$ cat src/rtl/qsfp_mgmt_pkg.sv
// qsfp_mgmt_pkg: shared types and constants for the QSFP28 management sequencer
// Holds the FSM state encoding, the default refclk frequency select and the
// helper that sizes the shared sequencing timer.
package qsfp_mgmt_pkg;

    localparam int STATE_W = 3;

    typedef enum logic [STATE_W-1:0] {
        ST_ABSENT     = 3'd0,
        ST_REFCLK_RST = 3'd1,
        ST_MOD_RST    = 3'd2,
        ST_MOD_INIT   = 3'd3,
        ST_READY      = 3'd4
    } state_e;

    localparam logic [1:0] FS_DEFAULT_ENC = 2'b01;

    // One extra bit over the largest timed interval keeps PARAM-1 representable
    function automatic int timer_width(input int a, input int b, input int c);
        int m;
        m = (a > b) ? a : b;
        m = (m > c) ? m : c;
        return $clog2(m) + 1;
    endfunction

endpackage

$ cat src/rtl/qsfp_debounce.sv
// qsfp_debounce: 2-FF synchroniser plus optional stability filter for an async pin
// Ports: clock, reset (sync, active-high), async_in (raw pin), db_out (filtered level).
// Macro QSFP_MGMT_DEBOUNCE_EN: when defined, db_out only follows the synchronised
// level after it has differed for DEBOUNCE_CYCLES consecutive cycles; when
// undefined, db_out is the synchronised level directly.
module qsfp_debounce #(
    parameter int DEBOUNCE_CYCLES = 1024
) (
    input  logic clock,
    input  logic reset,
    input  logic async_in,
    output logic db_out
);

    logic [1:0] sync_q, sync_d;

    assign sync_d = {sync_q[0], async_in};

    always_ff @(posedge clock) begin
        if (reset) sync_q <= 2'b11;
        else sync_q <= sync_d;
    end

`ifdef QSFP_MGMT_DEBOUNCE_EN
    localparam int CW = $clog2(DEBOUNCE_CYCLES + 1);

    logic [CW-1:0] cnt_q, cnt_d;
    logic db_q, db_d;

    // Any cycle where the synchronised level agrees with db_q restarts the count
    always_comb begin
        db_d = db_q;
        cnt_d = '0;
        if (sync_q[1] != db_q) begin
            if (cnt_q == CW'(DEBOUNCE_CYCLES - 1)) db_d = sync_q[1];
            else cnt_d = cnt_q + 1'b1;
        end
    end

    always_ff @(posedge clock) begin
        if (reset) begin
            db_q <= 1'b1;
            cnt_q <= '0;
        end else begin
            db_q <= db_d;
            cnt_q <= cnt_d;
        end
    end

    assign db_out = db_q;
`else
    logic unused_cfg;

    assign unused_cfg = (DEBOUNCE_CYCLES > 0);
    assign db_out = sync_q[1];
`endif

endmodule

$ cat src/rtl/qsfp_mgmt_ctrl.sv
// qsfp_mgmt_ctrl: QSFP28 cage insertion detect and power-up sequencer
// Inputs : clock, reset (sync, active-high), enable, restart, lpmode_req, fs_sel[1:0],
//          int_clear, qsfp_modprsl, qsfp_intl (both async, active-low).
// Outputs: qsfp_resetl, qsfp_lpmode, qsfp_modsell, qsfp_refclk_reset, qsfp_fs[1:0],
//          mod_present, link_ready, int_pending, int_count[7:0], state[2:0].
// Macro QSFP_MGMT_DEBOUNCE_EN enables the presence debounce filter.
module qsfp_mgmt_ctrl
    import qsfp_mgmt_pkg::*;
#(
    parameter int         REFCLK_RST_CYCLES = 1000,
    parameter int         RESET_CYCLES      = 1000,
    parameter int         INIT_CYCLES       = 20000000,
    parameter int         DEBOUNCE_CYCLES   = 1024,
    parameter logic [1:0] FS_DEFAULT        = FS_DEFAULT_ENC
) (
    input  logic         clock,
    input  logic         reset,
    input  logic         enable,
    input  logic         restart,
    input  logic         lpmode_req,
    input  logic [1:0]   fs_sel,
    input  logic         int_clear,
    input  logic         qsfp_modprsl,
    input  logic         qsfp_intl,
    output logic         qsfp_resetl,
    output logic         qsfp_lpmode,
    output logic         qsfp_modsell,
    output logic         qsfp_refclk_reset,
    output logic [1:0]   qsfp_fs,
    output logic         mod_present,
    output logic         link_ready,
    output logic         int_pending,
    output logic [7:0]   int_count,
    output logic [STATE_W-1:0] state
);

    localparam int TW = timer_width(REFCLK_RST_CYCLES, RESET_CYCLES, INIT_CYCLES);

    state_e state_q, state_d;
    logic [TW-1:0] tmr_q, tmr_d;
    logic [1:0] fs_q, fs_d;
    logic resetl_q, resetl_d, lpmode_q, lpmode_d, modsell_q, modsell_d;
    logic refclk_reset_q, refclk_reset_d, link_ready_q, link_ready_d;
    logic [1:0] intl_sync_q, intl_sync_d;
    logic intl_prev_q, intl_prev_d;
    logic int_pending_q, int_pending_d;
    logic [7:0] int_count_q, int_count_d;
    logic prs_db, present, enter, int_hit;

    qsfp_debounce #(.DEBOUNCE_CYCLES(DEBOUNCE_CYCLES)) u_prs_db (
        .clock    (clock),
        .reset    (reset),
        .async_in (qsfp_modprsl),
        .db_out   (prs_db)
    );

    assign present = ~prs_db;

    // enter marks every transition into a timed state, including a restart
    // that re-enters REFCLK_RST from itself, so the timer always reloads.
    always_comb begin
        state_d = state_q;
        enter = 1'b0;
        if (!present || !enable) begin
            state_d = ST_ABSENT;
        end else if (restart && state_q != ST_ABSENT) begin
            state_d = ST_REFCLK_RST;
            enter = 1'b1;
        end else begin
            case (state_q)
                ST_ABSENT: begin
                    state_d = ST_REFCLK_RST;
                    enter = 1'b1;
                end
                ST_REFCLK_RST: if (tmr_q == '0) begin
                    state_d = ST_MOD_RST;
                    enter = 1'b1;
                end
                ST_MOD_RST: if (tmr_q == '0) begin
                    state_d = ST_MOD_INIT;
                    enter = 1'b1;
                end
                ST_MOD_INIT: if (tmr_q == '0) state_d = ST_READY;
                default: state_d = state_q;
            endcase
        end
        tmr_d = !enter ? ((tmr_q == '0) ? '0 : tmr_q - 1'b1) :
                (state_d == ST_REFCLK_RST) ? TW'(REFCLK_RST_CYCLES - 1) :
                (state_d == ST_MOD_RST) ? TW'(RESET_CYCLES - 1) : TW'(INIT_CYCLES - 1);
    end

    // Pin outputs are decoded from the next state so they change together with state
    always_comb begin
        resetl_d = (state_d == ST_MOD_INIT) || (state_d == ST_READY);
        lpmode_d = (state_d == ST_READY) ? lpmode_req : 1'b1;
        modsell_d = (state_d != ST_READY);
        refclk_reset_d = (state_d == ST_ABSENT) || (state_d == ST_REFCLK_RST);
        link_ready_d = (state_d == ST_READY);
        fs_d = (enter && state_d == ST_REFCLK_RST) ? fs_sel : fs_q;
    end

    // A fresh edge beats a simultaneous clear so no interrupt is lost
    always_comb begin
        intl_sync_d = {intl_sync_q[0], qsfp_intl};
        intl_prev_d = intl_sync_q[1];
        int_hit = intl_prev_q && !intl_sync_q[1] && (state_q == ST_READY);
        int_pending_d = int_hit || (int_pending_q && !int_clear);
        int_count_d = (state_d == ST_ABSENT && state_q != ST_ABSENT) ? 8'd0 :
                      (int_hit && int_count_q != 8'hFF) ? int_count_q + 8'd1 : int_count_q;
    end

    always_ff @(posedge clock) begin
        if (reset) begin
            state_q <= ST_ABSENT;
            tmr_q <= '0;
            fs_q <= FS_DEFAULT;
            resetl_q <= 1'b0;
            lpmode_q <= 1'b1;
            modsell_q <= 1'b1;
            refclk_reset_q <= 1'b1;
            link_ready_q <= 1'b0;
            intl_sync_q <= 2'b11;
            intl_prev_q <= 1'b1;
            int_pending_q <= 1'b0;
            int_count_q <= 8'd0;
        end else begin
            state_q <= state_d;
            tmr_q <= tmr_d;
            fs_q <= fs_d;
            resetl_q <= resetl_d;
            lpmode_q <= lpmode_d;
            modsell_q <= modsell_d;
            refclk_reset_q <= refclk_reset_d;
            link_ready_q <= link_ready_d;
            intl_sync_q <= intl_sync_d;
            intl_prev_q <= intl_prev_d;
            int_pending_q <= int_pending_d;
            int_count_q <= int_count_d;
        end
    end

    assign qsfp_resetl = resetl_q;
    assign qsfp_lpmode = lpmode_q;
    assign qsfp_modsell = modsell_q;
    assign qsfp_refclk_reset = refclk_reset_q;
    assign qsfp_fs = fs_q;
    assign mod_present = present;
    assign link_ready = link_ready_q;
    assign int_pending = int_pending_q;
    assign int_count = int_count_q;
    assign state = state_q;

endmodule
$ cat config.mk
export PLATFORM = sky130hd
export DESIGN_NAME = qsfp_mgmt_ctrl
export DESIGN_NICKNAME = d
export VERILOG_FILES = /design/src/rtl/qsfp_mgmt_pkg.sv /design/src/rtl/qsfp_debounce.sv /design/src/rtl/qsfp_mgmt_ctrl.sv
export SDC_FILE = /design/constraint.sdc
export NUM_CORES = 1
export LEC_CHECK = 0
export CORE_UTILIZATION = 60
export CTS_BUF_LIST = sky130_fd_sc_hd__clkbuf_4 sky130_fd_sc_hd__clkbuf_8
export DETAILED_ROUTE_END_ITERATION = 12
export MAX_ROUTING_LAYER = met4
export PLACE_DENSITY = 0.86
export RECOVER_POWER = 25
export SYNTH_ARGS = -nofsm -noshare
export SYNTH_HDL_FRONTEND = slang
export SYNTH_SLANG_ARGS = --single-unit
$ cat constraint.sdc
create_clock -name clock -period 4.1 [get_ports clock]
set_input_delay 0.615 -clock clock [delete_from_list [all_inputs] [get_ports clock]]
set_output_delay 0.615 -clock clock [all_outputs]
set_load 0.01 [all_outputs]
# Word level (Yosys, flattened, before mapping)
# Cells that the tools add are included.
dict set report op_classes {
  add_sub_neg 2
  n_eq_ne 10
  muxes 14
  n_bitwise 2
  reduce_logical 21
}
# operator count
set ops {}
lappend ops {{two-way mux 26 bit} 2}
lappend ops {{two-way mux 25 bit} 2}
lappend ops {{zero test 26 bit} 1}
lappend ops {{subtractor 26 x 1 -> 26 bit (second input constant)} 1}
lappend ops {{two-way mux 3 bit} 5}
lappend ops {{equality test 3 x 2 -> 1 bit (second input constant)} 4}
lappend ops {{one-hot mux 3 bit (4 select lines)} 1}
lappend ops {{adder 8 x 1 -> 8 bit (second input constant)} 1}
lappend ops {{inequality test 8 bit (second input constant)} 1}
lappend ops {{logical AND 1 bit} 7}
lappend ops {{equality test 3 x 1 -> 1 bit (second input constant)} 2}
lappend ops {{equality test 3 bit (second input constant)} 2}
lappend ops {{zero test 3 bit} 2}
lappend ops {{OR reduction 2 bit} 3}
lappend ops {{logical OR 1 bit} 4}
lappend ops {{zero test 1 bit} 3}
lappend ops {{two-way mux 1 bit} 3}
lappend ops {{inequality test 3 bit (second input constant)} 1}
lappend ops {{nonzero test 3 bit} 1}
lappend ops {{inverter 1 bit} 2}
lappend ops {{one-hot mux 1 bit (2 select lines)} 1}
dict set report word_totals {
  ff_bits 50
  out_inout_bits 20
  word_cells 62
}

# Logic depth before layout (Yosys ltp)
dict set report depth {
  depth_word 9
  depth_mapped 9
}

# By module
# A second synthesis with hierarchy kept.
dict set report unflattened {
  hier_cells 248
  hier_area_um2 2263.4
}
# mod n_inst cells_each area_each_um2 seq_area_each_um2
set modules_own_cells {}
lappend modules_own_cells {qsfp_mgmt_ctrl 1 244 2210.9 960.9}
lappend modules_own_cells {qsfp_debounce 1 4 52.6 40.0}

# Least setup slack after synthesis
# No wires, ideal clock.
dict set report synth_path {
  path_type {flip-flop to flip-flop}
  start {register tmr_q[0]}
  end {register lpmode_q, in the netlist qsfp_lpmode}
  setup_time_ns 0.120
  arrival_time_ns 1.847
  slack_ns 2.134
  stages_incl_launch_ff 8
  n_path_buf 1
  synth_period_minus_slack_ns 1.966
  cell_sequence {dfxtp_1 inv_1 ha_1 nor4b_1 nand4_2 or4b_1 buf_2 a211o_1}
}
dict set report synth_via {
  elab_chain_len 8
}
# element line_no
set synth_rtl {}
lappend synth_rtl {{from (decl)} qsfp_mgmt_ctrl.sv:40} ;# logic [TW-1:0] tmr_q, tmr_d;
lappend synth_rtl {{from (signal assigned)} qsfp_mgmt_ctrl.sv:128} ;# tmr_q <= tmr_d;
lappend synth_rtl {{zero test 26 bit (*)} {qsfp_mgmt_ctrl.sv:75, qsfp_mgmt_ctrl.sv:79, qsfp_mgmt_ctrl.sv:83}}
lappend synth_rtl {{two-way mux 3 bit, on equally long branches} {qsfp_mgmt_ctrl.sv:83, qsfp_mgmt_ctrl.sv:75, qsfp_mgmt_ctrl.sv:79}}
lappend synth_rtl {{one-hot mux 3 bit (4 select lines) (*)} qsfp_mgmt_ctrl.sv:70} ;# case (state_q)
lappend synth_rtl {{two-way mux 3 bit (*)} qsfp_mgmt_ctrl.sv:66} ;# end else if (restart && state_q != ST_ABSENT) begin
lappend synth_rtl {{two-way mux 3 bit (*)} qsfp_mgmt_ctrl.sv:64} ;# if (!present || !enable) begin
lappend synth_rtl {{equality test 3 bit (*)} qsfp_mgmt_ctrl.sv:95} ;# lpmode_d = (state_d == ST_READY) ? lpmode_req : 1'b1;
lappend synth_rtl {{inverter 1 bit (no source line) (*)} --}
lappend synth_rtl {{OR reduction 2 bit (no source line) (*)} --}
lappend synth_rtl {{to (signal assigned)} qsfp_mgmt_ctrl.sv:131} ;# lpmode_q <= lpmode_d;
lappend synth_rtl {{to (decl)} qsfp_mgmt_ctrl.sv:42} ;# logic resetl_q, resetl_d, lpmode_q, lpmode_d, modsell_q, modsell_d;
# Mark *: on every way between the ends. The rest lies on a longest branch, timed or not.
# A chain may end at the register's enable or synchronous reset.

# Final worst setup path
dict set report layout_path {
  start {input enable}
  end {register tmr_q[9]}
}
dict set report layout_via {
  elab_chain_len 7
}
# element line_no
set layout_rtl {}
lappend layout_rtl {{from (decl)} qsfp_mgmt_ctrl.sv:18} ;# input logic enable,
lappend layout_rtl {{zero test 1 bit (*)} qsfp_mgmt_ctrl.sv:64}
lappend layout_rtl {{logical OR 1 bit (*)} qsfp_mgmt_ctrl.sv:64}
lappend layout_rtl {{two-way mux 3 bit} qsfp_mgmt_ctrl.sv:64}
lappend layout_rtl {{equality test 3 x 2 -> 1 bit} qsfp_mgmt_ctrl.sv:89} ;# (state_d == ST_MOD_RST) ? TW'(RESET_CYCLES - 1) : TW'(INIT_CYCLES - 1);
lappend layout_rtl {{two-way mux 25 bit} qsfp_mgmt_ctrl.sv:89}
lappend layout_rtl {{two-way mux 25 bit} qsfp_mgmt_ctrl.sv:88} ;# (state_d == ST_REFCLK_RST) ? TW'(REFCLK_RST_CYCLES - 1) :
lappend layout_rtl {{two-way mux 26 bit (*)} qsfp_mgmt_ctrl.sv:87} ;# tmr_d = !enter ? ((tmr_q == '0) ? '0 : tmr_q - 1'b1) :
# Marked as above.

==> flow_summary.json <==
{
  "status": "finished clean",
  "drc": 0,
  "post-route-min-period_ps": 2440,
  "dr_total_vias": 1846,
  "grt_start_max_net_pins": 21,
  "first_pass_iters": 6,
  "antenna_found_initial": 0,
  "cts_tree": "done",
  "fillers": 271,
  "via_per_inst": 5.53,
  "drv_slew": 0,
  "synthArstFlopShare_pct": 0,
  "synth-main-ff-cell": "dfxtp_1",
  "synth_cell_types": 42,
  "syn_area_mm2": 0.00228,
  "synth_fa_ha_area_share_pct": 1.65,
  "place_congestion": 0.793,
  "synth-compound-area-share_pct": 10.3,
  "cp-start-kind": "input port",
  "port_buffers": 29,
  "synth_most_common_cell": "dfxtp_1",
  "yosysWarningCount": 0,
  "cts_max_level": 2,
  "p_comb_share_pct": 42.4,
  "finClkSkew_ps": 9.34,
  "drv_cap": 0,
  "n_antenna_cell": 0,
  "crit_start": "enable",
  "routedWlPerCell_um": 13.0,
  "path_class": "in2reg",
  "ys_seq_elements": 50,
  "required_ps": 4230,
  "crit_slowest_cell": "a311oi_1",
  "nets": 298,
  "drive_gt1_share_pct": 7.34,
  "dp.cells": 326,
  "area_growth_syn_to_layout_pct": 17.5,
  "switching_share_pct": 39.2,
  "synthSimpleGateAreaFrac_pct": 29.7,
  "synth_edf_count": 0,
  "postCtsSetupRepairBufs": 0,
  "cts_resized": 0,
  "synthXorXnorAreaFrac_pct": 11.5,
  "cp_max_fo": 8,
  "p_int_mw": 1.05,
  "grt_overflow": 0,
  "seqPwrFrac_pct": 40.4,
  "dp_slack_ps": 1500,
  "syn_avg_cell_area_um2": 8.76,
  "rows": 22,
  "power.density_mw_per_mm2": 648,
  "synth_top_area_share_pct": 43.9,
  "max_freq_mhz": 410,
  "syn_inst": 260,
  "synth_mux_area_share_pct": 0,
  "timing.final.ws_setup_ps": 1660,
  "die_y_um": 63.6,
  "cts.path.max_buffers": 2,
  "r2r-start": "tmr_q[0]$_SDFF_PP0_",
  "wl_um": 4340,
  "holdBufCountCts": 0,
  "setup_tns_ps": 0,
  "cts.clk_slew.worst_paths_ps": 80,
  "finalHoldViolCount": 0,
  "tightest_slew_ps": 931,
  "critPathMaxStageDelay_ps": 740,
  "p_leak_nw": 0.972,
  "synth_top_family_by_area": "simple AND/OR/NAND/NOR gates",
  "syn_nets": 273,
  "cp.arrival_ps": 2570,
  "synthTopCellsByArea": "dfxtp_1 (44%), xnor2_1 (6.5%), nor2_1 (5.8%)",
  "dieArea_mm2": 0.00405,
  "clock_latency_ps": 300,
  "hold_ws_ps": 413,
  "fin_crit_sh_pct": 59.5,
  "crit_path_end_kind": "register",
  "hold_path_depth": 1,
  "p_sw_mw": 0.680,
  "slew_headroom_pct": 37.5,
  "track_usage_pct": 24.1,
  "setup_violations": 0,
  "rsz0062_at_grt": "no",
  "power.total_mw": 1.73,
  "cts.sinks": 50,
  "synth_commonest_cells": "dfxtp_1 (50), nor2_1 (35), nand2_1 (28), xnor2_1 (17), xor2_1 (13)",
  "synth.yosys.seq_area_share_pct": 43.9,
  "synth_top_area_cell": "dfxtp_1",
  "hpwl_um": 3070,
  "initial_core_util_pct": 62.2,
  "drtIter0Drc": 80,
  "detail-route-antenna-nets": 0,
  "hp-class": "reg2reg",
  "reg2reg_depth": 7,
  "pwr-share-clk_pct": 17.2,
  "coreArea_mm2": 0.00366,
  "cts_root_buf": "clkbuf_8",
  "grt_pass1_vias": 1711,
  "min_from": "intl_sync_q[0]$_SDFF_PP1_",
  "cts_made_buffers": 5,
  "grt_pass1_wl_um": 7560,
  "io_pins": 30,
  "vdd_drop_max_v": 0.000306,
  "fin_cells": 334,
  "die_w_um": 63.6,
  "cp_cell_sequence": "dlygate4sd3_1 > nor2b_1 > o21ai_0 > inv_1 > a311oi_1 > a221oi_1"
}
## cell type report
cell class / instances / area (um2) / area share, %
Multi-Input combinational cell: 194 / 1210 / 45.3
Sequential cell: 50 / 1000 / 37.4
Timing Repair Buffer: 29 / 290 / 10.8
Clock buffer: 7 / 90.1 / 3.37
Tap cell: 48 / 60.1 / 2.24
Inverter: 5 / 18.8 / 0.701
Clock inverter: 1 / 5.00 / 0.187
## per-stage QoR
stage / area, um2 / util (%)
detailed placement: 2580 / 70.5
global route: 2680 / 73.1
global placement: 2580 / 70.5
CTS: 2680 / 73.1
finish: 2680 / 73.1
floorplan: 2280 / -
## kinds of logic after synthesis
group | count (synthesis)
simple gates | 122
flops | 50
compound gates | 39
xor+xnor | 30
buf+inv | 16
fa+ha+maj | 3
## power groups by stage
stage	sequential [mW]	combinational, mW	clock (mW)
2_1_floorplan	0.690	0.606	0
3_3_place_gp	0.709	0.700	0
3_5_place_dp	0.709	0.726	0
4_1_cts	0.700	0.737	0.297
5_1_grt	0.716	0.818	0.327
6_report	0.700	0.736	0.297
## worst max-delay path, delay by kind of cell
| family | cells | cell delay (ps) |
|---|---|---|
| and+or+nand+nor | 1 | 200 |
| AOI/OAI and AO/OA | 3 | 1070 |
| buffers and inverters | 2 | 690 |
## flip-flops by register name, summed over array words and instances, names as in the netlist
| signal | count |
|---|---|
| int_count | 8 |
| int_pending | 1 |
| intl_prev_q | 1 |
| intl_sync_q | 2 |
| link_ready | 1 |
| qsfp_fs | 2 |
| qsfp_lpmode | 1 |
| qsfp_modsell | 1 |
| qsfp_refclk_reset | 1 |
| qsfp_resetl | 1 |
| state | 3 |
| tmr_q | 26 |
| u_prs_db.sync_q | 2 |
## cells in the final DEF (no fill, tap or decap), drive strengths merged
master and count:
dfxtp 50, nor2 36, nand2 28, clkdlybuf4s50 19, xnor2 17, o21ai 14, xor2 13, a21oi 12
nor4 11, dlygate4sd3 10, nor3 7, or3 7, clkbuf 7, nand3 6, or2 6, inv 5
nor4b 4, nand2b 3, a21o 3, ha 3, nand4 3, nor3b 2, or4 2, a221oi 2
a31oi 2, nand4b 2, nor2b 1, and4b 1, and2 1, a311oi 1, o211ai 1, or4b 1
o221a 1, a211o 1, o21bai 1, o31a 1, nand3b 1, clkinv 1
## worst paths after layout
kind	slack, ps	endpoint
worst max-delay path	1660	tmr_q[9]$_SDFF_PP0_
worst min-delay path	410	intl_sync_q[1]$_SDFF_PP1_
worst max register to register	1730	tmr_q[11]$_SDFF_PP0_
worst min register to register	410	intl_sync_q[1]$_SDFF_PP1_
## routing by layer
metal,track usage (%),up-vias,part of all wire [%]
li1,-,952,-
met1,30.5,857,48
met2,38.8,31,47
met3,5.43,6,3.5
met4,5.97,0,1.2
met5,-,-,0
(Power assumes the default switching activity.)
